==> src/rtl/decode_imm_stage_if.sv <==
// Fetch-side and execute-side handshake bundle for the decode/immediate stage.
interface decode_imm_stage_if #(
  parameter int unsigned IW    = 16,
  parameter int unsigned IMM_W = 8
);
  logic             in_valid;
  logic             in_ready;
  logic [IW-1:0]    instr;
  logic             out_valid;
  logic             out_ready;
  logic [3:0]       opcode;
  logic [3:0]       rd;
  logic [3:0]       rs;
  logic [3:0]       func;
  logic [IMM_W-1:0] imm_out;
  logic             imm_is8;

  // Driver side: fetch pushes words and execute drains them.
  modport master (
    output in_valid, instr, out_ready,
    input  in_ready, out_valid, opcode, rd, rs, func, imm_out, imm_is8
  );

  // Stage side.
  modport slave (
    input  in_valid, instr, out_ready,
    output in_ready, out_valid, opcode, rd, rs, func, imm_out, imm_is8
  );
endinterface

==> src/rtl/decode_imm_stage.sv <==
// Decode stage: 2-entry skid buffer of pre-decoded instruction words. Words are
// decoded on entry so every output is a direct register bit.
module decode_imm_stage #(
  parameter int unsigned IW    = 16,
  parameter int unsigned IMM_W = 8
) (
  input logic                clk,
  input logic                rst,
  input logic                flush,
  decode_imm_stage_if.slave  bus
);

  localparam int unsigned CNT_W = 2;
  localparam int unsigned FLD_W = 4;

  typedef struct packed {
    logic [FLD_W-1:0] opcode;
    logic [FLD_W-1:0] rd;
    logic [FLD_W-1:0] rs;
    logic [FLD_W-1:0] func;
    logic [IMM_W-1:0] imm;
    logic             imm_is8;
  } entry_t;

  // Split a word into fields and pick the immediate form by opcode.
  function automatic entry_t decode(input logic [IW-1:0] w);
    entry_t e;
    e         = '0;
    e.opcode  = w[15:12];
    e.rd      = w[11:8];
    e.rs      = w[7:4];
    e.func    = w[3:0];
    case (w[15:12])
      4'h4, 4'h5, 4'h6: begin
        e.imm_is8 = 1'b1;
        e.imm     = IMM_W'(w[7:0]);
      end
      4'h8, 4'h9: e.imm = {{(IMM_W-FLD_W){w[3]}}, w[3:0]};
      default:    e.imm = {{(IMM_W-FLD_W){1'b0}}, w[3:0]};
    endcase
    return e;
  endfunction

  logic [CNT_W-1:0] count_q, count_d;
  entry_t           head_q, head_d;
  entry_t           tail_q, tail_d;
  logic             out_valid_q, in_ready_q;
  logic             push, pop;
  entry_t           incoming;

  assign push     = bus.in_valid & in_ready_q;
  assign pop      = out_valid_q & bus.out_ready;
  assign incoming = decode(bus.instr);

  // Next occupancy and entry contents; head is zeroed whenever it empties.
  always_comb begin
    count_d = count_q;
    head_d  = head_q;
    tail_d  = tail_q;
    if (flush) begin
      count_d = CNT_W'(0);
      head_d  = '0;
      tail_d  = '0;
    end else begin
      case (count_q)
        CNT_W'(0): begin
          if (push) begin
            head_d  = incoming;
            count_d = CNT_W'(1);
          end
        end
        CNT_W'(1): begin
          if (push && pop) begin
            head_d = incoming;
          end else if (push) begin
            tail_d  = incoming;
            count_d = CNT_W'(2);
          end else if (pop) begin
            head_d  = '0;
            count_d = CNT_W'(0);
          end
        end
        default: begin
          if (pop) begin
            head_d  = tail_q;
            tail_d  = '0;
            count_d = CNT_W'(1);
          end
        end
      endcase
    end
  end

  // Entry, occupancy and handshake flags; flags track the next occupancy.
  always_ff @(posedge clk or posedge rst) begin
    if (rst) begin
      count_q     <= CNT_W'(0);
      head_q      <= '0;
      tail_q      <= '0;
      out_valid_q <= 1'b0;
      in_ready_q  <= 1'b1;
    end else begin
      count_q     <= count_d;
      head_q      <= head_d;
      tail_q      <= tail_d;
      out_valid_q <= (count_d != CNT_W'(0));
      in_ready_q  <= (count_d != CNT_W'(2));
    end
  end

  assign bus.in_ready  = in_ready_q;
  assign bus.out_valid = out_valid_q;
  assign bus.opcode    = head_q.opcode;
  assign bus.rd        = head_q.rd;
  assign bus.rs        = head_q.rs;
  assign bus.func      = head_q.func;
  assign bus.imm_out   = head_q.imm;
  assign bus.imm_is8   = head_q.imm_is8;

endmodule
==> src/flat_wrapper.sv <==
// flat-port wrapper written by rule: the top's interface ports become plain ports
module decode_imm_stage_flat 
#(
  parameter int unsigned IW    = 16,
  parameter int unsigned IMM_W = 8
)
  (clk, rst, flush, bus_in_valid, bus_instr, bus_out_ready, bus_in_ready, bus_out_valid, bus_opcode, bus_rd, bus_rs, bus_func, bus_imm_out, bus_imm_is8);
  decode_imm_stage_if #(.IW(IW), .IMM_W(IMM_W)) bus_i ();
  input logic clk;
  input logic rst;
  input logic flush;
  input wire logic [$bits(bus_i.in_valid)-1:0] bus_in_valid;
  input wire logic [$bits(bus_i.instr)-1:0] bus_instr;
  input wire logic [$bits(bus_i.out_ready)-1:0] bus_out_ready;
  output wire logic [$bits(bus_i.in_ready)-1:0] bus_in_ready;
  output wire logic [$bits(bus_i.out_valid)-1:0] bus_out_valid;
  output wire logic [$bits(bus_i.opcode)-1:0] bus_opcode;
  output wire logic [$bits(bus_i.rd)-1:0] bus_rd;
  output wire logic [$bits(bus_i.rs)-1:0] bus_rs;
  output wire logic [$bits(bus_i.func)-1:0] bus_func;
  output wire logic [$bits(bus_i.imm_out)-1:0] bus_imm_out;
  output wire logic [$bits(bus_i.imm_is8)-1:0] bus_imm_is8;
  assign bus_i.in_valid = bus_in_valid;
  assign bus_i.instr = bus_instr;
  assign bus_i.out_ready = bus_out_ready;
  assign bus_in_ready = bus_i.in_ready;
  assign bus_out_valid = bus_i.out_valid;
  assign bus_opcode = bus_i.opcode;
  assign bus_rd = bus_i.rd;
  assign bus_rs = bus_i.rs;
  assign bus_func = bus_i.func;
  assign bus_imm_out = bus_i.imm_out;
  assign bus_imm_is8 = bus_i.imm_is8;
  decode_imm_stage #(.IW(IW), .IMM_W(IMM_W)) u_core (.clk(clk), .rst(rst), .flush(flush), .bus(bus_i));
endmodule
==> config.mk <==
export PLATFORM = sky130hd
export DESIGN_NAME = decode_imm_stage_flat
export DESIGN_NICKNAME = d
export VERILOG_FILES = /design/src/rtl/decode_imm_stage_if.sv /design/src/rtl/decode_imm_stage.sv /design/src/flat_wrapper.sv
export SDC_FILE = /design/constraint.sdc
export NUM_CORES = 1
export LEC_CHECK = 0
export CAP_MARGIN = 5
export CORE_MARGIN = 1
export CORE_UTILIZATION = 59
export CTS_BUF_LIST = sky130_fd_sc_hd__clkbuf_4 sky130_fd_sc_hd__clkbuf_8
export DETAILED_ROUTE_END_ITERATION = 8
export DONT_BUFFER_PORTS = 1
export PLACE_DENSITY = 0.84
export SYNTH_ARGS = -nofsm -noshare
export SYNTH_HDL_FRONTEND = slang
export SYNTH_SLANG_ARGS = --single-unit
==> constraint.sdc <==
create_clock -name clk -period 1.4 [get_ports clk]
set_input_delay 0.21 -clock clk [delete_from_list [all_inputs] [get_ports clk]]
set_output_delay 0.21 -clock clk [all_outputs]
set_load 0.005 [all_outputs]
==> flow_metrics.py, run 1 <==
metrics = {
    "synthesis": {
        "ys_ff_latch": 46,
        "synth_top_family_by_area": "compound AO/OA/AOI/OAI gates",
        "synthAdderAreaFrac": 0,
        "synth_xor_area_frac": 0,
        "synth_top_area_cell": "dfrtp_1",
        "synthArstFlopShare": 1.00,
        "yosys_warnings": 0,
        "synth_top_area_frac": 0.463,
        "syn_area_mm2": 0.00243,
        "syn-num-nets": 254,
        "synthDistinctLibCells": 33,
        "synth_edf_count": 0,
        "synth_compound_area_frac": 0.247,
        "yosysMostFrequentCell": "dfrtp_1",
        "synth_mux_area_frac": 0.00875,
        "yosys.area_share.simple": 0.186,
        "synth.area.top_cells": "dfrtp_1 46%, nand3_1 6.6%, a21oi_1 5.8%",
        "synthCells": 233,
        "avgSynthCellArea_um2": 10.4,
        "synth-seq-area-share": 0.474,
        "synth_top_flop_cell": "dfrtp_1",
        "netlist_top_cells_count": "45 x dfrtp_1, 32 x nand3_1, 28 x a21oi_1",
    },
    "cts": {
        "clk_pin_slew_ns": 0.08,
        "clockBufferDepth": 2,
        "htreeDepth": 2,
        "clockRootBuffer": "clkbuf_8",
        "cts_tree": "done",
        "clock_sinks": 46,
        "clkLatencyLatePin_ns": 0.31,
        "numCtsBuffers": 5,
    },
    "timing": {
        "slew_headroom": 0.678,
        "setup_tns_ns": -1.42,
        "setup_viol": 39,
        "fin_crit_ns": 1.52,
        "rsz0062_at_grt": "yes",
        "fin_ws_ns": -0.115,
        "clock_skew_ns": 0.00730,
        "fmax_mhz": 660,
        "worstMarginPinSlew_ns": 0.483,
        "final_hold_viol_count": 0,
        "finalMaxSlewViolations": 0,
        "min_period_over_period": 1.08,
    },
    "global_route": {
        "grt_pass1_wl_um": 9980,
        "grt-busiest-layer": "met2",
        "grtUsageTotal": 0.313,
        "grt_pass1_vias": 2015,
        "antenna_found_initial": 0,
        "grt_use_met3": 0.0776,
        "use_met1": 0.402,
        "grt_max_degree": 47,
        "grtUsageMet2": 0.505,
        "overflow": 0,
    },
    "setup_path": {
        "path_class": "flop to flop",
        "startpoint": "u_core.bus.in_ready",
        "critPathSlowestCell": "dfstp_2",
        "end_kind": "flop",
        "cp-start-kind": "flop",
        "crit_required_ns": 1.63,
        "path_buf_inv": 2,
        "path_delay_family": "flip-flops",
        "cp_cell_sequence": "and3b_2, clkbuf_16, buf_6, nand4_1, a21oi_1",
        "rr_startpoint": "u_core.bus.in_ready",
        "worstPathMaxFanout": 7,
        "crit_arrival_ns": 1.74,
        "crit_path_max_incr_delay_ns": 0.55,
    },
    "pwr": {
        "p_int_uw": 2280,
        "switching_share": 0.294,
        "p_comb_frac": 0.243,
        "p_per_area_mw_per_mm2": 1070,
        "p_seq_frac": 0.464,
        "leakagePower_uw": 0.00122,
        "power.share.clock": 0.293,
        "max-vdd-ir-drop_mv": 0.865,
        "switchingPower_uw": 947,
    },
    "floorplanning": {
        "coreArea_mm2": 0.00380,
        "start_util": 0.640,
        "die-area_mm2": 0.00438,
        "boundaryPins": 48,
        "placementRows": 22,
        "die_h_um": 66.2,
        "die_w_um": 66.2,
    },
    "layout": {
        "final_area_mm2": 0.00301,
        "syn_to_final_growth_pct": 23.8,
        "final_layout_size_suffix_gt1_frac": 0.375,
        "multi_input_area_mm2": 0.00124,
        "nFillCells": 221,
        "nets": 271,
        "seq_area_mm2": 0.00115,
        "diodes": 0,
    },
    "worst_hold_path": {
        "hp-class": "primary input to flop",
        "hp-start": "bus_instr[2]",
    },
    "routing": {
        "routedWlPerCell_um": 23.9,
        "first_pass_iters": 4,
        "first_iter_violations": 254,
        "routed_wl_um": 7160,
        "drc_errors": 0,
        "ant_nets": 0,
        "num_vias": 2213,
        "via_per_inst": 7.40,
    },
    "run_status": {
        "failed_checks": "negative setup slack",
        "outcome": "complete, but fails checks",
    },
    "place": {
        "io_buffer_count": 0,
        "placed_cell_area_mm2": 0.00258,
        "gp_congestion": 0.798,
        "hpwl_um": 4020,
    },
    "job": {
        "max-cap-violations": 0,
    },
}
## layout make-up
cell class | instances | area share
multi-input cells | 157 | 0.412
clock buffers | 8 | 0.0366
flip-flops and latches | 46 | 0.384
repair buffers | 38 | 0.146
well taps | 48 | 0.0200
inverters | 2 | 0.00249
## state kept, by name (all words and copies together), names as in the netlist
| register | count |
|---|---|
| u_core.tail_q | 21 |
| u_core.bus.imm_out | 8 |
| u_core.bus.opcode | 4 |
| u_core.bus.rd | 4 |
| u_core.bus.rs | 4 |
| u_core.count_q | 2 |
| u_core.bus.imm_is8 | 1 |
| u_core.bus.in_ready | 1 |
| u_core.bus.out_valid | 1 |
## cell usage in the layout, fill, tap and decap left out, types with 2 or more instances in the layout
master and count:
a21oi_1 18, a21oi_2 10, a311o_1 9, a31oi_1 5, a32oi_1 5, a32oi_2 2, and2_1 6, and2_4 5
and4_1 9, buf_12 6, buf_4 22, buf_6 6, clkbuf_16 3, clkbuf_8 8, dfrtp_1 43, dfrtp_2 2
nand2_1 8, nand3_1 26, nand3_2 4, nand3_4 2, nand4_1 6, o211ai_1 15, o211ai_2 8, o22ai_1 2
o22ai_2 2
## metrics by stage
| stage | hold WS [ns] | std cells | total power (uW) | utilization | setup slack, ns |
|---|---|---|---|---|---|
| 6_report | 0.0192 | 299 | 3230 | 0.792 | -0.115 |
| 3_5_place_dp | 0.150 | 280 | 2110 | 0.679 | -0.0474 |
| 4_1_cts | -0.0527 | 291 | 3060 | 0.722 | -0.0345 |
| 5_1_grt | 0.0257 | 299 | 3310 | 0.792 | -0.117 |
| 2_1_floorplan | 0.352 | 233 | 1950 | - | -0.0547 |
| 3_3_place_gp | 0.154 | 280 | 2090 | 0.679 | -0.0231 |
## logic make-up (layout without fill, tap and decap cells)
logic type | count (synthesis) | after routing
and+or+nand+nor | 74 | 75
DFF | 46 | 46
muxes | 2 | 2
buffers and inverters | 32 | 48
AOI/OAI and AO/OA | 79 | 80
## worst register-to-register path, delay by kind of cell (launching register included)
family | cells | cell delay (ns)
buf+inv | 2 | 0.31
flops | 1 | 0.55
compound gates | 1 | 0.20
simple gates | 2 | 0.39
## path summary, 6_finish.rpt
path	end	slack (ns)	depth (start not counted)
worst max register to register	u_core.tail_q[0]	-0.12	5
worst max-delay path	u_core.tail_q[0]	-0.12	5
worst min-delay path	u_core.tail_q[3]	0.02	2
min in group asynchronous	u_core.bus.imm_out[7]	0.38	3
worst min register to register	u_core.bus.imm_out[4]	0.54	2
max in group asynchronous	u_core.bus.in_ready	0.74	3
## power groups by stage
stage	clock network (uW)	registers, uW	logic [uW]
after floorplan	0	1490	454
after global placement	0	1510	579
after detailed placement	0	1510	597
after CTS	945	1490	625
after global routing	979	1510	829
final	944	1500	785
## per-layer routing
metal,wire [um],vias up
met5,0,-
met4,227,0
met3,631,27
met2,3510,130
met1,2780,1117
li1,-,939
## timing repair
| action | 4_1_cts | 5_1_grt |
|---|---|---|
| gates resized for setup | 9 | 32 |
| pin swaps | 3 | 43 |
| buffers inserted | 1 | 3 |
| endpoints found under the setup margin | 24 | 38 |
| cloned | 1 | 4 |
| endpoints found under the hold margin | 71 | 26 |
| hold buffers | 1 | 1 |
Power figures use the tool's default switching activity.
==> run 2, diff against run 1 <==
Settings changed: ABC_CLOCK_PERIOD_IN_PS set to 1400, PLACE_DENSITY 0.84 to 0.78.
==> flow_metrics.py, run 2 (synthesized netlist as in run 1, its figures left out) <==
metrics = {
    "run_status": {
        "outcome": "complete, but fails checks",
        "failed_checks": "negative setup slack",
    },
    "routing": {
        "routed_wl_um": 6650,
        "drc_errors": 0,
        "num_vias": 2079,
        "routedWlPerCell_um": 22.6,
        "ant_nets": 0,
        "via_per_inst": 7.07,
        "first_iter_violations": 245,
        "first_pass_iters": 4,
    },
    "layout": {
        "largest_reg_flops": 21,
        "nets": 267,
        "syn_to_final_growth_pct": 14.9,
        "final_area_mm2": 0.00279,
        "layout_common_cells": "43 x dfrtp_1, 31 x nand3_1, 27 x a21oi_1, 21 x buf_4, 15 x o211ai_1",
        "layout_commonest_cell": "dfrtp_1",
        "final_cells": 294,
        "regMostFlops": "u_core.tail_q",
        "final_layout_size_suffix_gt1_frac": 0.293,
        "final_util": 0.735,
        "diodes": 0,
    },
    "timing": {
        "worstMarginPinSlew_ns": 1.08,
        "final_hold_viol_count": 0,
        "finalMaxSlewViolations": 0,
        "setup_viol": 32,
        "min_period_over_period": 1.09,
        "fin_ws_ns": -0.123,
        "setup_tns_ns": -1.30,
        "slew_headroom": 0.280,
        "clock_skew_ns": 0.00866,
        "rsz0062_at_grt": "yes",
        "fmax_mhz": 656,
        "fin_crit_ns": 1.52,
    },
    "job": {
        "max-cap-violations": 0,
    },
    "place": {
        "placed_cells": 275,
        "placed_cell_area_mm2": 0.00253,
        "io_buffer_count": 0,
        "hpwl_um": 4060,
        "gp_congestion": 0.861,
    },
    "setup_path": {
        "critPathSlowestCell": "dfstp_2",
        "end_kind": "flop",
        "cp_cell_sequence": "and3b_2, buf_4, nand3_1, o22ai_1",
        "crit_path_max_incr_delay_ns": 0.56,
        "worstPathMaxFanout": 6,
        "cp-start-kind": "flop",
        "path_class": "flop to flop",
        "path_delay_family": "flip-flops",
        "crit_required_ns": 1.61,
        "path_buf_inv": 1,
        "crit_arrival_ns": 1.74,
    },
    "cts": {
        "cts_tree": "done",
        "clkLatencyLatePin_ns": 0.30,
        "htreeDepth": 2,
        "clock_sinks": 46,
        "clockRootBuffer": "clkbuf_8",
        "numCtsBuffers": 5,
        "clk_pin_slew_ns": 0.08,
        "clockBufferDepth": 2,
    },
    "global_route": {
        "antenna_found_initial": 0,
        "grt_pass1_vias": 2075,
        "grt_pass1_wl_um": 10000,
        "grt_max_degree": 27,
        "grtUsageTotal": 0.313,
        "overflow": 0,
    },
    "pwr": {
        "p_int_uw": 2100,
        "leakagePower_uw": 0.00116,
        "p_comb_frac": 0.230,
        "p_per_area_mw_per_mm2": 1070,
        "switchingPower_uw": 879,
        "p_seq_frac": 0.501,
        "max-vdd-ir-drop_mv": 0.579,
        "switching_share": 0.295,
        "power.share.clock": 0.269,
        "p_total_uw": 2980,
    },
    "floorplanning": {
        "start_util": 0.640,
        "boundaryPins": 48,
        "placementRows": 22,
        "die-area_mm2": 0.00438,
        "coreArea_mm2": 0.00380,
        "die_h_um": 66.2,
        "die_w_um": 66.2,
    },
    "worst_hold_path": {
        "hp-class": "primary input to flop",
    },
}
==> run 2: cell count changes in the layout (fill, tap and decap cells not counted), sizes merged <==
cell | previous run | this run
dlymetal6s4s | 0 | 1
clkbuf | 11 | 7
buf | 34 | 32
==> run 2: path summary, 6_finish.rpt <==
check | startpoint | to | slack, ns | depth (start not counted)
worst max-delay path | u_core.bus.in_ready | u_core.tail_q[5] | -0.12 | 4
worst min-delay path | bus_instr[2] | u_core.tail_q[3] | 0.05 | 2
worst max register to register | u_core.bus.in_ready | u_core.tail_q[5] | -0.12 | 4
worst min register to register | u_core.tail_q[7] | u_core.bus.imm_out[6] | 0.52 | 2
max in group asynchronous | rst | u_core.bus.rs[2] | 0.47 | 3
min in group asynchronous | rst | u_core.bus.imm_out[5] | 0.41 | 2
==> run 2: power groups by stage <==
stage | Combinational, uW | Clock [uW] | Sequential, uW
finish | 686 | 803 | 1500
global route | 731 | 860 | 1500
CTS | 616 | 812 | 1490
detailed placement | 569 | 0 | 1510
global placement | 540 | 0 | 1510
floorplan | 454 | 0 | 1490
==> run 2: layout make-up <==
type / instances / area [um^2]
Sequential cell: 46 / 1150
Inverter: 2 / 7.51
Multi-Input combinational cell: 157 / 1140
Tap cell: 48 / 60.1
Clock buffer: 7 / 83.8
Fill cell: 269 / 1010
Timing Repair Buffer: 34 / 343
==> run 2: repair_timing <==
item / 4_1_cts / 5_1_grt
setup endpoints to repair: 23 / 35
setup buffers: 2 / 5
hold buffers: 2 / 0
pin swaps: 6 / 20
gates cloned: 1 / 2
resized for setup: 8 / 19
endpoints found under the hold margin: 47 / 0
==> run 2: routing by layer <==
metal	global-route usage	routed length (um)	share of wire
met1	0.413	2610	0.39
met2	0.501	3360	0.51
met3	0.0845	568	0.085
met4	0.101	114	0.017
met5	0	0	0
==> run 2: per-stage QoR <==
step / worst slack (ns) / hold slack [ns]
after floorplan: -0.0547 / 0.352
after global placement: -0.0835 / 0.151
after detailed placement: -0.160 / 0.169
after CTS: -0.0637 / 0.0434
after global routing: -0.155 / 0.0389
final: -0.123 / 0.0456
